## src/rtl/paint_pkg.sv

```systemverilog
// -----------------------------------------------------------------------------
// paint_pkg
//   Shared definitions for the push-button front end of the paint datapath.
//   - key_state_e : per-key FSM state encoding
//   - KEY_*       : bit positions of the four direction keys in key_n/step/held
//   - max3        : helper used to size the per-key counters
// -----------------------------------------------------------------------------
package paint_pkg;

  // Per-key state machine states.
  typedef enum logic [2:0] {
    IDLE       = 3'd0,
    PRESS_DB   = 3'd1,
    HOLD_WAIT  = 3'd2,
    REPEAT     = 3'd3,
    RELEASE_DB = 3'd4
  } key_state_e;

  // Bit positions shared by key_n, step and held.
  localparam int KEY_RIGHT = 0;
  localparam int KEY_DOWN  = 1;
  localparam int KEY_UP    = 2;
  localparam int KEY_LEFT  = 3;

  // Largest of three integers; the counters are sized from the largest
  // timing parameter so a single width covers every state.
  function automatic int max3(input int a, input int b, input int c);
    int m;
    m = a;
    if (b > m) m = b;
    if (c > m) m = c;
    return m;
  endfunction

endpackage

```

## src/rtl/key_chan.sv

```systemverilog
// -----------------------------------------------------------------------------
// key_chan
//   One push-button channel: 2-flop synchronizer, debounce / auto-repeat FSM
//   and a saturating cycle counter.
//
//   Configuration: define KEY_STEP_AUTOREPEAT_EN to enable auto-repeat
//   (HOLD_WAIT times out into REPEAT). Without it a debounced press yields
//   exactly one step and REPEAT is never entered.
//
//   Ports
//     clk    : system clock
//     resetn : asynchronous active-low reset
//     key_n  : raw button level, active-low (asynchronous to clk)
//     step   : one-cycle move pulse (registered)
//     held   : debounced pressed level, active-high (registered)
// -----------------------------------------------------------------------------
module key_chan
  import paint_pkg::*;
#(
  parameter int DEBOUNCE_CYCLES = 250000,
  parameter int REPEAT_DELAY    = 25000000,
  parameter int REPEAT_PERIOD   = 5000000
) (
  input  logic clk,
  input  logic resetn,
  input  logic key_n,
  output logic step,
  output logic held
);

  // One extra bit above what the largest parameter needs, so the counter
  // never has to wrap while it is still below any threshold.
  localparam int CW = $clog2(max3(DEBOUNCE_CYCLES, REPEAT_DELAY, REPEAT_PERIOD)) + 1;

  // The counter runs 0..N-1 across N stable cycles, so the exit test is
  // against N-1. A parameter of 0 behaves like 1.
  localparam int DB_LAST_I = (DEBOUNCE_CYCLES > 1) ? DEBOUNCE_CYCLES - 1 : 0;
  localparam logic [CW-1:0] DB_LAST = CW'(DB_LAST_I);

`ifdef KEY_STEP_AUTOREPEAT_EN
  // Delay/period below 2 would let step fire on back-to-back cycles;
  // clamp so a pulse is always followed by at least one idle cycle.
  localparam int DELAY_EFF  = (REPEAT_DELAY  > 2) ? REPEAT_DELAY  : 2;
  localparam int PERIOD_EFF = (REPEAT_PERIOD > 2) ? REPEAT_PERIOD : 2;
  localparam logic [CW-1:0] DELAY_LAST  = CW'(DELAY_EFF - 1);
  localparam logic [CW-1:0] PERIOD_LAST = CW'(PERIOD_EFF - 1);
`endif

  logic       sync1;
  logic       sync2;
  logic       pressed;
  key_state_e state;
  logic [CW-1:0] cnt;

  // Synchronized key level, active-high.
  assign pressed = ~sync2;

  function automatic logic [CW-1:0] sat_inc(input logic [CW-1:0] v);
    return (&v) ? v : v + CW'(1);
  endfunction

  // Synchronizer, FSM, counter and registered outputs in one process.
  // Every state change clears cnt; inside a state cnt counts stable cycles.
  always_ff @(posedge clk or negedge resetn) begin
    if (!resetn) begin
      sync1 <= 1'b1;
      sync2 <= 1'b1;
      state <= IDLE;
      cnt   <= '0;
      step  <= 1'b0;
      held  <= 1'b0;
    end else begin
      sync1 <= key_n;
      sync2 <= sync1;
      step  <= 1'b0;

      case (state)
        IDLE: begin
          if (pressed) begin
            state <= PRESS_DB;
            cnt   <= '0;
          end
        end

        PRESS_DB: begin
          if (!pressed) begin
            // Bounce: drop back without a step.
            state <= IDLE;
            cnt   <= '0;
          end else if (cnt >= DB_LAST) begin
            state <= HOLD_WAIT;
            cnt   <= '0;
            held  <= 1'b1;
            step  <= 1'b1;
          end else begin
            cnt <= sat_inc(cnt);
          end
        end

        HOLD_WAIT: begin
          if (!pressed) begin
            state <= RELEASE_DB;
            cnt   <= '0;
`ifdef KEY_STEP_AUTOREPEAT_EN
          end else if (cnt >= DELAY_LAST) begin
            state <= REPEAT;
            cnt   <= '0;
            step  <= 1'b1;
`endif
          end else begin
            // Without auto-repeat this just saturates and waits for release.
            cnt <= sat_inc(cnt);
          end
        end

`ifdef KEY_STEP_AUTOREPEAT_EN
        REPEAT: begin
          if (!pressed) begin
            state <= RELEASE_DB;
            cnt   <= '0;
          end else if (cnt >= PERIOD_LAST) begin
            // Same state, but the period restarts from each pulse.
            cnt  <= '0;
            step <= 1'b1;
          end else begin
            cnt <= sat_inc(cnt);
          end
        end
`endif

        RELEASE_DB: begin
          if (pressed) begin
            // Release was a bounce: key is still held, no new step.
            state <= HOLD_WAIT;
            cnt   <= '0;
          end else if (cnt >= DB_LAST) begin
            state <= IDLE;
            cnt   <= '0;
            held  <= 1'b0;
          end else begin
            cnt <= sat_inc(cnt);
          end
        end

        default: begin
          state <= IDLE;
          cnt   <= '0;
          held  <= 1'b0;
        end
      endcase
    end
  end

endmodule

```

## src/rtl/key_step_gen.sv

```systemverilog
// -----------------------------------------------------------------------------
// key_step_gen
//   Turns the four raw direction push-buttons into debounced held levels and
//   one-cycle step pulses for the paint datapath. Each key runs in its own
//   key_chan; this level only adds the opposing-key rule: while both keys of
//   an opposing pair are held, neither of them steps (their FSMs keep going).
//
//   Configuration: define KEY_STEP_AUTOREPEAT_EN to enable auto-repeat while
//   a key is held (see key_chan).
//
//   Ports
//     clk    : system clock (CLOCK_50 domain)
//     resetn : asynchronous active-low reset
//     key_n  : raw push-buttons, active-low; 0=right 1=down 2=up 3=left
//     step   : one-cycle move pulses, same bit map
//     held   : debounced pressed level per key, active-high
// -----------------------------------------------------------------------------
module key_step_gen
  import paint_pkg::*;
#(
  parameter int DEBOUNCE_CYCLES = 250000,
  parameter int REPEAT_DELAY    = 25000000,
  parameter int REPEAT_PERIOD   = 5000000
) (
  input  logic       clk,
  input  logic       resetn,
  input  logic [3:0] key_n,
  output logic [3:0] step,
  output logic [3:0] held
);

  logic [3:0] raw_step;
  logic       vert_block;
  logic       horz_block;

  generate
    for (genvar gi = 0; gi < 4; gi++) begin : g_chan
      key_chan #(
        .DEBOUNCE_CYCLES (DEBOUNCE_CYCLES),
        .REPEAT_DELAY    (REPEAT_DELAY),
        .REPEAT_PERIOD   (REPEAT_PERIOD)
      ) u_chan (
        .clk    (clk),
        .resetn (resetn),
        .key_n  (key_n[gi]),
        .step   (raw_step[gi]),
        .held   (held[gi])
      );
    end
  endgenerate

  // Masking uses the same-cycle held values, so the step of the key that
  // completes an opposing pair is suppressed as well.
  assign vert_block = held[KEY_UP]   & held[KEY_DOWN];
  assign horz_block = held[KEY_LEFT] & held[KEY_RIGHT];

  always_comb begin
    step = raw_step;
    if (vert_block) begin
      step[KEY_UP]   = 1'b0;
      step[KEY_DOWN] = 1'b0;
    end
    if (horz_block) begin
      step[KEY_LEFT]  = 1'b0;
      step[KEY_RIGHT] = 1'b0;
    end
  end

endmodule
```

## config.mk

```make
export PLATFORM = sky130hd
export DESIGN_NAME = key_step_gen
export DESIGN_NICKNAME = d
export VERILOG_FILES = /design/src/rtl/paint_pkg.sv /design/src/rtl/key_chan.sv /design/src/rtl/key_step_gen.sv
export SDC_FILE = /design/constraint.sdc
export NUM_CORES = 1
export LEC_CHECK = 0
export ABC_AREA = 1
export CAP_MARGIN = 20
export CORE_MARGIN = 1
export CORE_UTILIZATION = 40
export DETAILED_ROUTE_END_ITERATION = 7
export PLACE_DENSITY = 0.54
export SLEW_MARGIN = 20
export SYNTH_ARGS = -nofsm -noshare
export SYNTH_HDL_FRONTEND = slang
export SYNTH_SLANG_ARGS = --single-unit
```

## constraint.sdc

```tcl
create_clock -name clk -period 1.7 [get_ports clk]
set_clock_uncertainty 0.1 [all_clocks]
set_input_delay 0.17 -clock clk [delete_from_list [all_inputs] [get_ports clk]]
set_output_delay 0.17 -clock clk [all_outputs]
set_load 0.03 [all_outputs]
```

==> results.py <==
metrics = {
    "power_and_ir_drop": {
        "peakVddDrop_mv": 0.663,
        "power_frac_seq_pct": 30.2,
        "p_per_area_mw_per_mm2": 852,
        "pwr-share-clk_pct": 30.2,
        "switchingPower_mw": 4.70,
        "cellInternalPower_mw": 7.51,
        "combPwrFrac_pct": 39.7,
        "p_leak_nw": 7.04,
        "p_sw_share_pct": 38.5,
    },
    "worst_setup_path": {
        "rr_startpoint": "g_chan[0].u_chan.cnt[20]$_DFFE_PN0P_",
        "worst-path-max-fanout": 7,
        "path_class": "flip-flop to flip-flop",
        "cpPeakStageDelay_ns": 0.45,
        "crit_family": "simple AND/OR/NAND/NOR gates",
        "arrival_ns": 2.04,
        "worstRegToRegCells": 12,
        "cp.required_ns": 1.90,
        "crit_path_end_kind": "flip-flop",
        "cp_cell_sequence": "inv_2 -> nand2_1 -> nor2_2 -> nand2_1 -> nor2_2 -> nand2_2 -> nand3_2 -> nand2_4 -> nand2_8 -> clkinv_8 -> nand2_2 -> o21ai_1",
        "r2r-end": "g_chan[0].u_chan.cnt[4]$_DFFE_PN0P_",
        "worst_setup_path_start_kind": "flip-flop",
        "r2r_setup_slack_ns": -0.15,
        "cp_slowest_cell": "dfrtp_2",
        "critPathBufInv": 2,
    },
    "sta": {
        "grt_setup_unrepaired": "true",
        "slew_viol_final": 0,
        "min_period_over_period_pct": 109,
        "worst_pin_slew_ns": 0.454,
        "max_freq_ghz": 0.542,
        "timing.final.ws_setup_ns": -0.146,
        "finalSetupViolations": 107,
        "layout_min_cycle_time_ns": 1.85,
        "tns_ns": -7.87,
        "finalHoldViolCount": 0,
        "relSlewSlack_pct": 69.5,
    },
    "final_layout": {
        "nets": 1755,
        "drive_gt1_share_pct": 41.7,
        "fill_cells": 2014,
        "area_growth_pct": 55.0,
        "antenna_cells": 0,
        "finalInstanceArea_mm2": 0.0143,
    },
    "clocking": {
        "clockBufferDepth": 2,
        "clock-root-buffer": "clkbuf_16",
        "clkSinkCount": 132,
        "clk_latency_ns": 0.43,
        "clk_pin_slew_ns": 0.06,
        "cts_tree": "built",
        "numCtsBuffers": 17,
        "h-tree-depth": 4,
    },
    "worst_hold_path": {
        "min-delay-start": "key_n[2]",
        "hold_depth": 1,
        "hp-class": "input pin to flip-flop",
        "whs_endpoint": "g_chan[2].u_chan.sync1$_DFF_PN1_",
    },
    "synth": {
        "syn-num-nets": 1412,
        "async_reset_ff_share_pct": 100,
        "synthCells": 1402,
        "synth.top_cell.area_share_pct": 33.6,
        "synth-edff-count": 0,
        "ys_types": 42,
        "yosysSeqAreaShare_pct": 35.9,
        "yosys.area.top_type": "dfrtp_1",
        "synth.avg_cell_area_um2": 6.59,
        "synth_seq_cells": 132,
        "synth_area_mm2": 0.00924,
        "yosysWarningCount": 0,
        "ys.flop_type": "dfrtp_1",
        "synth_area_leaders": "dfrtp_1, nand2_1, nor2_1",
    },
    "floorplan": {
        "initial_core_util_pct": 40.8,
        "die_width_um": 154,
        "dieArea_mm2": 0.0237,
        "coreArea_mm2": 0.0226,
        "rows": 55,
        "ios": 14,
        "die_h_um": 154,
    },
    "routing": {
        "drt_iter0_markers": 542,
        "finalWirelength_um": 30600,
        "num_vias": 10314,
        "final_antenna_net_count": 0,
        "drc": 0,
        "routed_via_density": 5.05,
        "dr.pass1.iters": 7,
        "routedWlPerCell_um": 15.0,
    },
    "global_routing": {
        "grt_util_all_layers_pct": 25.6,
        "grt_overflow_total": 0,
        "grt_pass1_vias": 10014,
        "antenna_found_initial": 0,
        "grt_max_degree": 37,
        "grt_pass1_wl_um": 48400,
    },
    "placement": {
        "post_dp_cell_area_mm2": 0.0116,
        "io_buffers": 13,
        "hpwl_um": 20100,
        "place_congestion": 0.922,
        "dp_worst_setup_slack_ns": -0.165,
    },
    "run_status": {
        "failed_checks": "setup timing",
        "status": "finished with violations",
    },
    "flow_run": {
        "max-cap-violations": 0,
    },
}
[per-stage QoR]
| step | hold WS [ns] | power [mW] | util, % | std cells |
|---|---|---|---|---|
| finish | 0.0431 | 12.2 | 63.3 | 2042 |
| global route | 0.0385 | 12.8 | 63.3 | 2042 |
| CTS | 0.0321 | 11.5 | 58.1 | 2016 |
| detailed placement | 0.0230 | 6.90 | 51.1 | 1924 |
| global placement | 0.0268 | 6.88 | 51.1 | 1924 |
| floorplan | -0.226 | 5.56 | - | 1402 |
[placed cells by master, fill, tap and decap left out, types with 5 or more instances in the layout]
cell	instances
o22ai_2	16
clkinv_4	5
xor2_1	38
clkbuf_16	17
dfrtp_2	11
inv_4	5
clkinv_8	5
nand2_4	32
nand3_1	64
o21ai_2	19
buf_12	5
nor2_1	136
dfstp_2	8
xnor2_1	9
nor3_4	5
inv_1	124
dfrtp_1	113
nor2_2	39
nor3_1	18
nand2_2	96
buf_6	41
buf_4	281
o21ai_0	19
nand3_2	20
nor2_4	30
nand2_8	9
nand3_4	16
o21ai_1	29
a21oi_2	7
nor3_2	15
nand2_1	398
nand4_1	46
inv_2	26
[power by group through the flow]
stage               clock network, mW  logic, mW  registers [mW]
floorplan                           0       1.89            3.67
global placement                    0       3.20            3.68
detailed placement                  0       3.21            3.69
CTS                              3.75       4.08            3.66
global route                     3.88       5.21            3.72
finish                           3.68       4.84            3.68
[area by class of cell]
type | count | area (um^2) | share of cell area [%]
repair buffers | 338 | 2800 | 19.5
multi-input cells | 1089 | 6510 | 45.5
well taps | 285 | 357 | 2.49
clock inverters | 12 | 134 | 0.935
inverters | 161 | 671 | 4.68
flip-flops and latches | 132 | 3330 | 23.2
repair inverters | 6 | 82.6 | 0.576
clock buffers | 19 | 443 | 3.09
[worst reg2reg max path, stage by stage, from the launching register on]
cell	delay (ns)
dfrtp_2	0.45
inv_2	0.07
nand2_1	0.07
nor2_2	0.08
nand2_1	0.07
nor2_2	0.15
nand2_2	0.11
nand3_2	0.10
nand2_4	0.08
nand2_8	0.20
clkinv_8	0.12
nand2_2	0.06
o21ai_1	0.06
[cells in the mapped netlist (3+ instances only)]
cell type / number
o21ai_0: 49
buf_2: 6
a21oi_1: 11
ha_1: 4
nor2_2: 9
xnor2_1: 10
dfstp_2: 8
inv_2: 9
dfrtp_1: 124
nand2_4: 5
buf_6: 6
a21boi_0: 5
nand2_2: 23
xor2_1: 38
o21ai_1: 18
o22ai_1: 18
nor2_4: 8
nand3_2: 10
clkbuf_1: 8
nand4_1: 46
buf_4: 6
nor2_1: 188
nor3_2: 5
nand2_1: 502
inv_1: 149
nand3_1: 85
nor3_1: 32
a211oi_1: 3
[worst max-delay path by stage]
stage | from | to | slack [ns] | cells after the start
after floorplan | g_chan[0].u_chan.cnt[1]$_DFFE_PN0P_ | g_chan[0].u_chan.cnt[16]$_DFFE_PN0P_ | -0.05 | 14
after CTS | g_chan[3].u_chan.cnt[1]$_DFFE_PN0P_ | g_chan[3].u_chan.state[0]$_DFFE_PN0P_ | -0.08 | 12
final | g_chan[0].u_chan.cnt[20]$_DFFE_PN0P_ | g_chan[0].u_chan.cnt[4]$_DFFE_PN0P_ | -0.15 | 12
after global placement | g_chan[3].u_chan.cnt[10]$_DFFE_PN0P_ | g_chan[3].u_chan.cnt[19]$_DFFE_PN0P_ | -0.16 | 10
after global routing | g_chan[0].u_chan.cnt[19]$_DFFE_PN0P_ | g_chan[0].u_chan.cnt[4]$_DFFE_PN0P_ | -0.26 | 12
after detailed placement | g_chan[1].u_chan.cnt[0]$_DFFE_PN0P_ | g_chan[1].u_chan.cnt[14]$_DFFE_PN0P_ | -0.17 | 12
[sequential cells by signal, summed over array words and instances, names as in the netlist]
signal / count
g_chan.u_chan.sync2: 4
g_chan.u_chan.cnt: 104
g_chan.u_chan.sync1: 4
g_chan.u_chan.step: 4
g_chan.u_chan.held: 4
g_chan.u_chan.state: 12
[timing repair]
action / 4_1_cts / 5_1_grt
resized for setup: 173 / 282
cloned: 12 / 2
buffers inserted: 50 / 34
pin swaps: 62 / 105
setup endpoints to repair: 106 / 122
hold endpoints to repair: 126 / 0
hold buffers: 1 / 0
[cell families (layout without fill, tap and decap cells)]
group,Yosys count,in the layout,synth area share (%)
AO/OA/AOI/OAI,108,108,6.40
XOR/XNOR,48,48,4.55
adder cells (fa/ha/maj),4,4,0.542
buffers and inverters,188,536,8.52
flip-flops,132,132,35.9
AND/OR/NAND/NOR,922,929,44.1
[per-layer routing]
metal	vias to the layer above	routed length, um	track usage (%)
li1	5160	-	-
met1	4899	13800	33.3
met2	201	15200	44.1
met3	54	915	3.75
met4	0	665	7.43
met5	-	0	0
(Power assumes the default switching activity.)
==> patch 1, RTL diff (same settings) <==
`REPEAT_DELAY` is set to 25000000 in 2 places; all go to 50000000.
--- a/src/rtl/key_chan.sv
+++ b/src/rtl/key_chan.sv
@@ -20,3 +20,3 @@
   parameter int DEBOUNCE_CYCLES = 250000,
-  parameter int REPEAT_DELAY    = 25000000,
+  parameter int REPEAT_DELAY    = 50000000,
   parameter int REPEAT_PERIOD   = 5000000
--- a/src/rtl/key_step_gen.sv
+++ b/src/rtl/key_step_gen.sv
@@ -21,3 +21,3 @@
   parameter int DEBOUNCE_CYCLES = 250000,
-  parameter int REPEAT_DELAY    = 25000000,
+  parameter int REPEAT_DELAY    = 50000000,
   parameter int REPEAT_PERIOD   = 5000000
Function: same outputs for any inputs over 4 cycles, from zero or initial values and one cycle with resetn low; that may be too few to reach the edited logic, so the function may still have changed.
==> patch 1 against the original RTL <==
Clock power is 15% higher; combinational power increased by 5.4%; sequential cell count is 4 higher; routed wire length up 15%; synthesized area is 1.1% higher; power up 7.3%; cell area up 12%; the flow still finishes with violations (negative setup slack); setup slack got worse by 0.20 ns.
==> patch 1: results (changes against the original RTL) <==
<table>
<tr><th>Metric</th><th>Value</th></tr>
<tr><th colspan="2">Timing</th></tr>
<tr><td>Worst setup margin</td><td>-0.345 ns (-0.199 ns)</td></tr>
<tr><td>Max transition margin</td><td>0.639 (-0.0554)</td></tr>
<tr><td>Total of endpoints with negative setup slack in the final report</td><td>121 (+13%)</td></tr>
<tr><th colspan="2">Place</th></tr>
<tr><td>Final GP Congestion</td><td>0.915 (-0.76%)</td></tr>
<tr><td>Cell area after placement</td><td>12,400 um2 (+7.3%)</td></tr>
<tr><td>HPWL after detailed placement</td><td>22,100 um (+9.8%)</td></tr>
<tr><th colspan="2">Setup path</th></tr>
<tr><td>Worst R2R Path Depth</td><td>15 (+3)</td></tr>
<tr><td>Register-to-Register Setup Slack</td><td>-0.35 ns (-0.20 ns)</td></tr>
<tr><td>Maximum net fanout on the critical path</td><td>5 (-2)</td></tr>
<tr><td>Standard cell with the maximum stage delay on the critical path</td><td>sky130_fd_sc_hd__dfrtp_1</td></tr>
<tr><td>Worst Path Arrival</td><td>2.32 ns (+0.28 ns)</td></tr>
<tr><th colspan="2">Synth</th></tr>
<tr><td>Complex-gate fraction of the synthesized area</td><td>0.0537 (-0.0103)</td></tr>
<tr><td>Count of cell types in the netlist</td><td>46 (+9.5%)</td></tr>
<tr><td>Sequential element share of the synthesized area</td><td>0.365 (+0.00678)</td></tr>
<tr><td>Leading post-synthesis cells by cell area</td><td>sky130_fd_sc_hd__dfrtp_1, sky130_fd_sc_hd__nand2_1, sky130_fd_sc_hd__nor2_1</td></tr>
<tr><td>Post-synthesis share of cell area spent on xor and xnor gates</td><td>0.0600 (+0.0145)</td></tr>
<tr><th colspan="2">Power and ir drop</th></tr>
<tr><td>Maximum VDD drop</td><td>0.641 mV (-3.3%)</td></tr>
<tr><td>LEAKAGE</td><td>8.12 nW (+15%)</td></tr>
<tr><td>Net switching fraction of the power</td><td>0.365 (-0.0200)</td></tr>
<tr><th colspan="2">Route</th></tr>
<tr><td>Total length of routed wires</td><td>35,100 um (+15%)</td></tr>
<tr><td>Drt first-iter violations</td><td>891 (+64%)</td></tr>
<tr><td>Routed vias</td><td>11,200 (+8.5%)</td></tr>
<tr><th colspan="2">Finish</th></tr>
<tr><td>Largest regs</td><td>g_chan.u_chan.cnt: 108 flops, g_chan.u_chan.state: 12 flops</td></tr>
<tr><td>Fill cell total of the finished layout</td><td>1,756 (-13%)</td></tr>
<tr><th colspan="2">Status</th></tr>
<tr><td>Failing checks</td><td>negative setup slack</td></tr>
<tr><td>Outcome</td><td>complete, but fails checks</td></tr>
<tr><th colspan="2">GRT</th></tr>
<tr><td>Global-route wire length before repair</td><td>52,700 um (+8.9%)</td></tr>
</table>
[patch 1: changes by cell type after synthesis, moves of 7 or more]
cell                       change
sky130_fd_sc_hd__nand2_2      -11
sky130_fd_sc_hd__clkbuf_1      +7
sky130_fd_sc_hd__nand3_1      +41
sky130_fd_sc_hd__o21ai_1      -11
sky130_fd_sc_hd__inv_1        +10
sky130_fd_sc_hd__nor3_1       +14
sky130_fd_sc_hd__nor2_4        -7
sky130_fd_sc_hd__xnor2_1      +10
sky130_fd_sc_hd__o21ai_0      -11
sky130_fd_sc_hd__nand2_1      -11
[patch 1: cell type report]
class | instances | area (um2) | share of cell area
Multi-Input combinational cell | 1094 | 7110 | 0.444
Clock buffer | 21 | 460 | 0.0288
Sequential cell | 136 | 3430 | 0.214
Timing Repair Buffer | 424 | 3710 | 0.232
Clock inverter | 11 | 195 | 0.0122
Inverter | 167 | 671 | 0.0419
Timing Repair inverter | 3 | 33.8 | 0.00211
Tap cell | 313 | 392 | 0.0245
[patch 1: worst min-delay path by stage]
| stage | start | endpoint | slack (ns) | cells past startpoint |
|---|---|---|---|---|
| after floorplan | resetn | g_chan[0].u_chan.cnt[0]$_DFFE_PN0P_ | -0.23 | 0 |
| after global placement | resetn | g_chan[2].u_chan.cnt[5]$_DFFE_PN0P_ | 0.03 | 1 |
| after detailed placement | resetn | g_chan[2].u_chan.cnt[6]$_DFFE_PN0P_ | 0.03 | 1 |
| after CTS | key_n[2] | g_chan[2].u_chan.sync1$_DFF_PN1_ | 0.03 | 1 |
| after global routing | key_n[2] | g_chan[2].u_chan.sync1$_DFF_PN1_ | 0.02 | 1 |
| final | key_n[3] | g_chan[3].u_chan.sync1$_DFF_PN1_ | 0.04 | 1 |
[patch 1: kinds of logic (layout without fill, tap and decap cells)]
kind of cell	after synthesis	in the layout
adder cells (fa/ha/maj)	4	4
XOR/XNOR	64	64
AND/OR/NAND/NOR	932	938
buffers and inverters	200	626
multiplexers	1	1
AO/OA/AOI/OAI	87	87
flip-flops	136	136
[patch 1: power groups by stage]
stage	clock, mW	combinational, mW	sequential [mW]
after floorplan	0	1.91	3.79
after global placement	0	3.46	3.78
after detailed placement	0	3.49	3.78
after CTS	4.29	4.58	3.74
after global routing	4.44	5.47	3.81
final	4.23	5.10	3.77
[patch 1: repair_timing]
item                                   CTS  global route
gates cloned                            11             1
endpoints found under the hold margin  116             0
pin swaps                               87           160
buffers inserted                        50            45
setup endpoints to repair              128           128
resized for setup                      261           314
hold buffers                             1             0
[patch 1: routing by layer]
layer / share of wire / global-route usage / vias up
met1: 0.43 / 0.365 / 5363
met4: 0.030 / 0.0934 / 2
met2: 0.50 / 0.471 / 336
met5: 0.00037 / 0 / -
li1: - / - / 5395
met3: 0.047 / 0.0465 / 94
==> patch 2, RTL diff (same flow settings) <==
Without the edit above. Encoding of `key_state_e`: now one-hot (5 bits for 5 states).
--- a/src/rtl/paint_pkg.sv
+++ b/src/rtl/paint_pkg.sv
@@ -10,8 +10,8 @@
   // Per-key state machine states.
-  typedef enum logic [2:0] {
-    IDLE       = 3'd0,
-    PRESS_DB   = 3'd1,
-    HOLD_WAIT  = 3'd2,
-    REPEAT     = 3'd3,
-    RELEASE_DB = 3'd4
+  typedef enum logic [4:0] {
+    IDLE       = 5'b00001,
+    PRESS_DB   = 5'b00010,
+    HOLD_WAIT  = 5'b00100,
+    REPEAT     = 5'b01000,
+    RELEASE_DB = 5'b10000
   } key_state_e;
Function: same outputs for any inputs over 4 cycles, from zero or initial values and one cycle with resetn low; so few cycles prove little.
==> patch 2 against the original RTL <==
The run still ends with negative setup slack left; critical endpoint is now g_chan[1].u_chan.cnt[12]$_DFFE_PN0P_; first-iteration DRC count up 15%; synthesized area up 2.5%; count of clock-buffer cells in the layout up 2; cell area up 0.18%; maximum frequency down 1.3%; routed wire length up 0.51%; clock power up 12%; die area up 2.4%; setup slack worse by 0.025 ns; sequential cell count up 4; power down 7.3%; via count up 0.85%.
==> patch 2: results (changes against the original RTL) <==
<table>
<tr><th>Metric</th><th>Value</th></tr>
<tr><th colspan="2">GRT</th></tr>
<tr><td>Met1 GRT Util</td><td>0.344 (+0.0109)</td></tr>
<tr><td>All-layer global routing usage</td><td>0.258 (+0.00158)</td></tr>
<tr><td>Global-route met2 utilization</td><td>0.428 (-0.0123)</td></tr>
<tr><td>Global-route wire length before repair</td><td>49,500 um (+2.2%)</td></tr>
<tr><td>Maximum number of pins on one net before global-route repair</td><td>33 (-11%)</td></tr>
<tr><th colspan="2">Finish</th></tr>
<tr><td>Fill cell total of the finished layout</td><td>2,022 (+0.40%)</td></tr>
<tr><td>Count of nets after finishing</td><td>1,759 (+0.23%)</td></tr>
<tr><td>Largest regs</td><td>g_chan.u_chan.cnt: 104 flops, g_chan.u_chan.state: 16 flops</td></tr>
<tr><td>Layout cells sized above 1</td><td>0.411 (-0.00629)</td></tr>
<tr><th colspan="2">Synth</th></tr>
<tr><td>Share of Yosys cell area claimed by the top area cell type</td><td>0.328 (-0.00807)</td></tr>
<tr><td>Sequential element share of the synthesized area</td><td>0.361 (+0.00248)</td></tr>
<tr><th colspan="2">Setup path</th></tr>
<tr><td>Worst Path Arrival</td><td>2.14 ns (+0.10 ns)</td></tr>
<tr><th colspan="2">Route</th></tr>
<tr><td>Detail-routed net length per standard cell</td><td>14.8 um (-1.1%)</td></tr>
<tr><td>Vias per std cell</td><td>5.01 (-0.75%)</td></tr>
<tr><td>Drt first-iter violations</td><td>623 (+15%)</td></tr>
<tr><th colspan="2">Place</th></tr>
<tr><td>Inst Count DP</td><td>1,986 (+3.2%)</td></tr>
<tr><td>Cell area after placement</td><td>11,800 um2 (+2.0%)</td></tr>
<tr><td>Pre-CTS setup slack</td><td>-0.198 ns (-0.0330 ns)</td></tr>
<tr><th colspan="2">Status</th></tr>
<tr><td>Outcome</td><td>complete, but fails checks</td></tr>
<tr><td>Failing checks</td><td>negative setup slack</td></tr>
<tr><th colspan="2">Power and ir drop</th></tr>
<tr><td>Reg power frac</td><td>0.329 (+0.027)</td></tr>
<tr><td>Total power after layout</td><td>11.3 mW (-7.3%)</td></tr>
<tr><td>LEAKAGE</td><td>6.99 nW (-0.68%)</td></tr>
<tr><th colspan="2">Timing</th></tr>
<tr><td>Worst setup margin</td><td>-0.171 ns (-0.0246 ns)</td></tr>
<tr><td>Total of endpoints with negative setup slack in the final report</td><td>101 (-5.6%)</td></tr>
<tr><td>Slew @ Worst Pin</td><td>0.399 ns (-0.0552 ns)</td></tr>
<tr><th colspan="2">Hold path</th></tr>
<tr><td>Min-delay src</td><td>key_n[1]</td></tr>
<tr><th colspan="2">Clock network</th></tr>
<tr><td>Number of post-CTS setup repair buffers</td><td>33 (-34%)</td></tr>
</table>
==> patch 2: cell types whose count changed in the layout (fill, tap and decap cells not counted), sizes merged, moves of 5 or more <==
cell | before | now
o21ai | 67 | 96
inv | 160 | 180
nor2 | 206 | 211
buf | 329 | 299
clkinv | 15 | 8
o22ai | 18 | 11
nor4 | 0 | 7
nand3 | 100 | 116
clkbuf | 19 | 25
a21oi | 11 | 5
xnor2 | 10 | 3
nand2 | 535 | 504
==> patch 2: logic make-up after synthesis <==
family,count (synthesis),share of synthesized area
AO/OA/AOI/OAI,127,0.0754
XOR/XNOR,42,0.0388
adder cells (fa/ha/maj),4,0.00529
buffers and inverters,203,0.0913
flip-flops,136,0.361
AND/OR/NAND/NOR,927,0.428
==> patch 2: final cells by class <==
cell class	instances	area share
Clock buffer	21	0.0335
Sequential cell	136	0.239
Timing Repair inverter	6	0.00541
Multi-Input combinational cell	1101	0.451
Inverter	174	0.0492
Tap cell	313	0.0273
Timing Repair Buffer	313	0.184
Clock inverter	11	0.0111
